$ cat config.mk
export PLATFORM = sky130hd
export DESIGN_NAME = aux_irq_ctrl
export DESIGN_NICKNAME = d
export VERILOG_FILES = /design/src/rtl/aux_gpio_pkg.sv /design/src/rtl/aux_edge_sampler.sv /design/src/rtl/aux_irq_ctrl.sv
export SDC_FILE = /design/constraint.sdc
export NUM_CORES = 1
export LEC_CHECK = 0
export BUFFER_PORTS_ARGS = -buffer_cell sky130_fd_sc_hd__buf_4
export CAP_MARGIN = 20
export CORE_ASPECT_RATIO = 0.7
export CORE_MARGIN = 10
export CORE_UTILIZATION = 31
export DETAILED_ROUTE_END_ITERATION = 8
export PLACE_DENSITY = 0.59
export SLEW_MARGIN = 20
export SYNTH_ARGS = -nofsm -noshare
export SYNTH_HDL_FRONTEND = slang
export SYNTH_HIERARCHICAL = 1
export SYNTH_SLANG_ARGS = --single-unit
$ cat constraint.sdc
create_clock -name sys_clk -period 4.3 [get_ports sys_clk]
set_input_delay 0.43 -clock sys_clk [delete_from_list [all_inputs] [get_ports sys_clk]]
set_output_delay 0.43 -clock sys_clk [all_outputs]
set_load 0.02 [all_outputs]
$ cat src/rtl/aux_gpio_pkg.sv
// Shared constants for the auxiliary GPIO interrupt controller.
package aux_gpio_pkg;

    localparam int unsigned AUX_WIDTH = 32;
    localparam int unsigned DEF_DIV_W = 16;

    // Word register indices on the register port
    localparam logic [2:0] ADDR_IRQ_EN  = 3'd0;
    localparam logic [2:0] ADDR_RISE_EN = 3'd1;
    localparam logic [2:0] ADDR_FALL_EN = 3'd2;
    localparam logic [2:0] ADDR_PENDING = 3'd3;
    localparam logic [2:0] ADDR_STATUS  = 3'd4;
    localparam logic [2:0] ADDR_DIV     = 3'd5;
    localparam logic [2:0] ADDR_RAW     = 3'd6;

endpackage

$ cat src/rtl/aux_edge_sampler.sv
// Divider-paced sampler of the aux vector with per-bit rise/fall detection.
module aux_edge_sampler
    import aux_gpio_pkg::*;
#(
    parameter int unsigned WIDTH = AUX_WIDTH,
    parameter int unsigned DIV_W = DEF_DIV_W
) (
    input  logic             clk,
    input  logic             rst,
    input  logic [WIDTH-1:0] aux,
    input  logic [DIV_W-1:0] div,
    input  logic             div_clr,
    input  logic [WIDTH-1:0] rise_en,
    input  logic [WIDTH-1:0] fall_en,
    output logic             tick_d,
    output logic [WIDTH-1:0] cur,
    output logic [WIDTH-1:0] rise,
    output logic [WIDTH-1:0] fall
);

    logic [DIV_W-1:0] cnt_q, cnt_d;
    logic [WIDTH-1:0] cur_q, prev_q;
    logic             primed_q, tick_d_q;
    logic             tick;

    // Tick when the counter reaches DIV; the compare means the counter never wraps
    always_comb begin
        tick  = (cnt_q == div);
        cnt_d = cnt_q + 1'b1;
        if (tick || div_clr) begin
            cnt_d = '0;
        end
    end

    // Counter and sample history; tick_d lags a tick so edges use settled cur/prev
    always_ff @(posedge clk) begin
        if (rst) begin
            cnt_q    <= '0;
            cur_q    <= '0;
            prev_q   <= '0;
            primed_q <= 1'b0;
            tick_d_q <= 1'b0;
        end else begin
            cnt_q <= cnt_d;
            if (tick) begin
                prev_q   <= cur_q;
                cur_q    <= aux;
                primed_q <= 1'b1;
                // First sample after reset compares against a fake all-zero history
                tick_d_q <= primed_q;
            end else begin
                tick_d_q <= 1'b0;
            end
        end
    end

    // Edge vectors from the two most recent samples
    always_comb begin
        rise = cur_q & ~prev_q & rise_en;
        fall = ~cur_q & prev_q & fall_en;
    end

    assign tick_d = tick_d_q;
    assign cur    = cur_q;

endmodule

$ cat src/rtl/aux_irq_ctrl.sv
// Aux GPIO interrupt controller: register file, sticky pending bits and level irq.
module aux_irq_ctrl
    import aux_gpio_pkg::*;
#(
    parameter int unsigned WIDTH = AUX_WIDTH,
    parameter int unsigned DIV_W = DEF_DIV_W
) (
    input  logic             sys_clk,
    input  logic             sys_rst,
    input  logic [WIDTH-1:0] aux_i,
    input  logic             reg_req,
    input  logic             reg_we,
    input  logic [2:0]       reg_addr,
    input  logic [31:0]      reg_wdata,
    output logic             reg_ack,
    output logic [31:0]      reg_rdata,
    output logic             irq
);

    logic [WIDTH-1:0] irq_en_q, rise_en_q, fall_en_q, pending_q, pending_d;
    logic [DIV_W-1:0] div_q;
    logic             ack_q, irq_q;
    logic [31:0]      rdata_q, rsel;
    logic             accept, wr, div_clr;
    logic [WIDTH-1:0] w1c;
    logic             tick_d;
    logic [WIDTH-1:0] cur, rise, fall;

    aux_edge_sampler #(
        .WIDTH (WIDTH),
        .DIV_W (DIV_W)
    ) u_sampler (
        .clk     (sys_clk),
        .rst     (sys_rst),
        .aux     (aux_i),
        .div     (div_q),
        .div_clr (div_clr),
        .rise_en (rise_en_q),
        .fall_en (fall_en_q),
        .tick_d  (tick_d),
        .cur     (cur),
        .rise    (rise),
        .fall    (fall)
    );

    // Requests arriving during the ack cycle are ignored
    always_comb begin
        accept  = reg_req & ~ack_q;
        wr      = accept & reg_we;
        div_clr = wr && (reg_addr == ADDR_DIV);
        w1c     = (wr && (reg_addr == ADDR_PENDING)) ? reg_wdata[WIDTH-1:0] : '0;
        // OR-ing detect after the clear lets a same-edge set win
        pending_d = (pending_q & ~w1c) | (tick_d ? (rise | fall) : '0);
    end

    // Read mux over pre-update register state
    always_comb begin
        rsel = '0;
        case (reg_addr)
            ADDR_IRQ_EN:  rsel = 32'(irq_en_q);
            ADDR_RISE_EN: rsel = 32'(rise_en_q);
            ADDR_FALL_EN: rsel = 32'(fall_en_q);
            ADDR_PENDING: rsel = 32'(pending_q);
            ADDR_STATUS:  rsel = 32'(pending_q & irq_en_q);
            ADDR_DIV:     rsel = 32'(div_q);
            ADDR_RAW:     rsel = 32'(cur);
            default:      rsel = '0;
        endcase
    end

    // Register file, handshake, pending bits and registered irq
    always_ff @(posedge sys_clk) begin
        if (sys_rst) begin
            irq_en_q  <= '0;
            rise_en_q <= '0;
            fall_en_q <= '0;
            pending_q <= '0;
            div_q     <= '0;
            ack_q     <= 1'b0;
            rdata_q   <= '0;
            irq_q     <= 1'b0;
        end else begin
            ack_q     <= accept;
            pending_q <= pending_d;
            irq_q     <= |(pending_q & irq_en_q);
            if (accept) begin
                rdata_q <= reg_we ? 32'h0 : rsel;
            end
            if (wr) begin
                case (reg_addr)
                    ADDR_IRQ_EN:  irq_en_q  <= reg_wdata[WIDTH-1:0];
                    ADDR_RISE_EN: rise_en_q <= reg_wdata[WIDTH-1:0];
                    ADDR_FALL_EN: fall_en_q <= reg_wdata[WIDTH-1:0];
                    ADDR_DIV:     div_q     <= reg_wdata[DIV_W-1:0];
                    default:      ;
                endcase
            end
        end
    end

    assign reg_ack   = ack_q;
    assign reg_rdata = rdata_q;
    assign irq       = irq_q;

endmodule

==> metrics.md <==
| Metric | Value |
|---|---|
| Root buf cell | sky130_fd_sc_hd__clkbuf_16 |
| Number of nets in the synthesized netlist | 1504 |
| Remaining number of nets flagged by the antenna check after routing | 0 |
| TritonCTS clock tree | done |
| Average wire length per cell after detail routing | 20.50 um |
| Clock network latency to the later pin of the worst-skew pair | ~0.55 ns |
| Status | finished clean |
| Number of setup violations in the final report | 0 |
| Global-route wire length before repair | around 64000 um |
| Fraction of post-synthesis cell area in the top cell type by area | 42.47% |
| Share of total power in sequential cells | 45.6% |
| Final hold violations | 0 |
| Overall track demand over capacity in global routing | 16.56% |
| Number of iterations in the first detailed-routing pass | 7 |
| Leakage dissipation | ~5.5 nW |
| Total grt overflow | 0 |
| Count of hold buffers inserted by post-cts repair | 0 |
| Fraction of layout cells with a size suffix above 1 | a little over an eighth |
| Portion of total power attributed to combinational logic | 12.0% |
| Relative contribution of the clock network to total power | 42.4% |
| Unrepaired setup endpoints after global routing | no |
| Max VDD drop | roughly 0.00026 V |
| Share of the clock period used by the worst path after layout | 59.07% |
| Post-Synthesis Cells | 1432 |
| Pin count of the biggest net entering global routing | ~110 |
| Area of the die | 48010 um2 |
| Required @ worst endpoint | 4.72 ns |
| Post-synth top area cell | sky130_fd_sc_hd__dfxtp_1 |
| Count of input and output buffers | 104 |
| Die Height | 186.4 um |
| Clock Skews | ~0.010 ns |
| Async set or reset register ratio after synthesis | 0% |
| Core Box Area | ~39000 um2 |
| Clk buf depth | 3 |
| Start-to-end type of the worst setup path | reg2reg |
| Relative slew slack | 35.53% |
| Least-Margin Pin Slew | 0.9650 ns |
| I/O pin count | 105 |
| Register bit total from synthesis | 260 |
| First DRT Iteration DRCs | between 1000 and 1500 |
| Top achievable clock speed | 393.7 MHz |
| Weighted congestion reported at the end of routability-driven placement | about 0.85 |
| Core Util, Final | 36.69% |
| Net Sw Frac | 26.48% |
| Vias per cell | 5.308 |
| Commonest cells after routing, fill and taps aside | 294 x sky130_fd_sc_hd__nand2_1, 259 x sky130_fd_sc_hd__dfxtp_1, 161 x sky130_fd_sc_hd__a21oi_1 |
| Area delta synth->final | 15.97% |
| Switching Power | ~1.5 mW |
| Cell depth of the worst hold path | 3 |
| Total clock sinks | 260 |
| Number of buffers created by CTS | 27 |
| Count of filler cells inserted in the layout | 3975 |
| Count of nets after finishing | approximately 1600 |
| PD cells | 409.1 nW/um2 |
| Warnings, synthesis | 6 |
| Max FO, Critical Path | 13 |
| Max H-tree Level | 1 |
| Worst Hold Class | in2reg |
| Max-cap violations | 0 |
| Total length of routed wires | 41540 um |
| Post-Route Setup TNS | 0 ns |
| Mean post-synth cell area | 8.558 um2 |
| DR DRC count | 0 |
| Final worst hold slack | 0.1470 ns |
| Pins over their slew limit | 0 |
| CP endpoint kind | register |
| Sum of net half-perimeters after detailed placement | 28020 um |
| Number of gates resized after CTS | 0 |
| Standard-cell row count | 60 |
| Most used flip-flop cell after synthesis | sky130_fd_sc_hd__dfxtp_1 |
| Clock input transition at the sequential cells of the worst setup and hold paths | ~0.06 ns |
| Initial antenna violation count | 1 |
| Initial Utilization | 31.64% |
| Sequential area share after synthesis | 42.47% |
| CP Data Arrival Time | around 3 ns |
| Number of synthesized flops with an enable pin | 0 |
| Worst setup slack for register-to-register paths | between 1.5 and 2 ns |
| Time the worst path needs with I/O delays and setup | 2.540 ns |
| Mapped Area | around 12000 um2 |
| Worst Setup Start Kind | register |
| Number of buffers inserted to repair setup after CTS | 0 |
| X dimension of the die | 257.7 um |
| Number of vias in the routed layout | 10750 |
| Synth area leaders | sky130_fd_sc_hd__dfxtp_1 42%, sky130_fd_sc_hd__nand2_1 9.0%, sky130_fd_sc_hd__a21oi_1 6.6% |
| Total internal power | 4.275 mW |
| Number of cells on the worst reg-to-reg path | 5 |
| Number of global-route vias before repair | between 10000 and 15000 |
| Most frequent standard cell in the layout excluding fill and tap cells | sky130_fd_sc_hd__nand2_1 |
| Distinct cell type count after synthesis | 61 |
[power groups by stage]
stage          combinational (mW)  clock [mW]  sequential, mW
2_1_floorplan               0.501           0            2.65
3_3_place_gp                0.689           0            2.70
3_5_place_dp                0.700           0            2.70
4_1_cts                     0.705        2.50            2.65
5_1_grt                     0.751        2.60            2.66
6_report                    0.699        2.46            2.65
[through the flow]
step,std cells,total power [mW],worst slack [ns],area (um2)
floorplan,1432,3.151,2.226,12260
global placement,1977,3.388,1.584,13290
detailed placement,1977,3.401,1.452,13290
CTS,2025,5.856,1.754,14210
global route,2025,6.017,1.632,14210
finish,2026,5.814,1.760,14210
[synth_stat cells (7+ instances only)]
master / number
sky130_fd_sc_hd__xor2_1: 21
sky130_fd_sc_hd__a221o_1: 21
sky130_fd_sc_hd__buf_6: 11
sky130_fd_sc_hd__nor2_1: 39
sky130_fd_sc_hd__xnor2_1: 7
sky130_fd_sc_hd__buf_1: 8
sky130_fd_sc_hd__a221oi_1: 9
sky130_fd_sc_hd__inv_1: 36
sky130_fd_sc_hd__clkbuf_1: 47
sky130_fd_sc_hd__o211ai_1: 24
sky130_fd_sc_hd__mux2_4: 8
sky130_fd_sc_hd__dfxtp_1: 260
sky130_fd_sc_hd__mux2i_1: 69
sky130_fd_sc_hd__o21ai_0: 80
sky130_fd_sc_hd__buf_2: 29
sky130_fd_sc_hd__a22oi_1: 18
sky130_fd_sc_hd__nand4_1: 14
sky130_fd_sc_hd__nor3_1: 16
sky130_fd_sc_hd__a21oi_1: 161
sky130_fd_sc_hd__a32o_1: 25
sky130_fd_sc_hd__nand2b_1: 99
sky130_fd_sc_hd__nand2_1: 294
sky130_fd_sc_hd__mux2_1: 25
sky130_fd_sc_hd__and3b_1: 33
[cells by family after synthesis]
| logic type | Yosys count | share of synthesized area, % |
|---|---|---|
| XOR/XNOR | 28 | 2.001 |
| AND/OR/NAND/NOR | 526 | 21.11 |
| flip-flops | 260 | 42.47 |
| AO/OA/AOI/OAI | 367 | 19.01 |
| multiplexers | 107 | 9.372 |
| buffers and inverters | 143 | 5.932 |
| adder cells (fa/ha/maj) | 1 | 0.1021 |
[worst max-delay path: stages, from the launching register on]
cell and delay (ns):
sky130_fd_sc_hd__dfxtp_1 0.37, sky130_fd_sc_hd__xor2_1 0.18, sky130_fd_sc_hd__nor4_1 0.40, sky130_fd_sc_hd__nand4_1 0.77
sky130_fd_sc_hd__buf_4 0.53, sky130_fd_sc_hd__mux2i_1 0.15
[worst paths after layout]
check | from | endpoint
max | u_sampler/cnt_q[5] | u_sampler/prev_q[22]
min | aux_i[25] | u_sampler/cur[25]
max reg2reg | u_sampler/cnt_q[5] | u_sampler/prev_q[22]
min reg2reg | u_sampler/primed_q | u_sampler/tick_d
[registers in the layout (all words and copies together), names as in the netlist]
| register | cells |
|---|---|
| u_sampler/tick_d | 1 |
| reg_rdata | 32 |
| reg_ack | 1 |
| pending_q | 32 |
| u_sampler/cnt_q | 16 |
| u_sampler/primed_q | 1 |
| irq_en_q | 32 |
| fall_en_q | 32 |
| irq | 1 |
| u_sampler/prev_q | 32 |
| div_q | 16 |
| u_sampler/cur | 32 |
| rise_en_q | 32 |
[layer usage]
layer	vias up	share of wire, %	GRT usage, %
met3	65	6.6	2.612
met2	402	43	24.83
met1	5181	49	24.04
li1	5103	-	-
met5	-	0.031	0
met4	2	2.2	4.311
[final cells by class]
type	count	area, um2	area share (%)
Multi-Input combinational cell	1029	6342	44.63
Sequential cell	260	5206	36.63
Timing Repair Buffer	122	932.1	6.559
Clock buffer	39	800.8	5.634
Tap cell	527	659.4	4.639
Inverter	39	146.4	1.030
Clock inverter	9	122.6	0.8628
Antenna cell	1	2.502	0.01761
(Power assumes the default switching activity.)
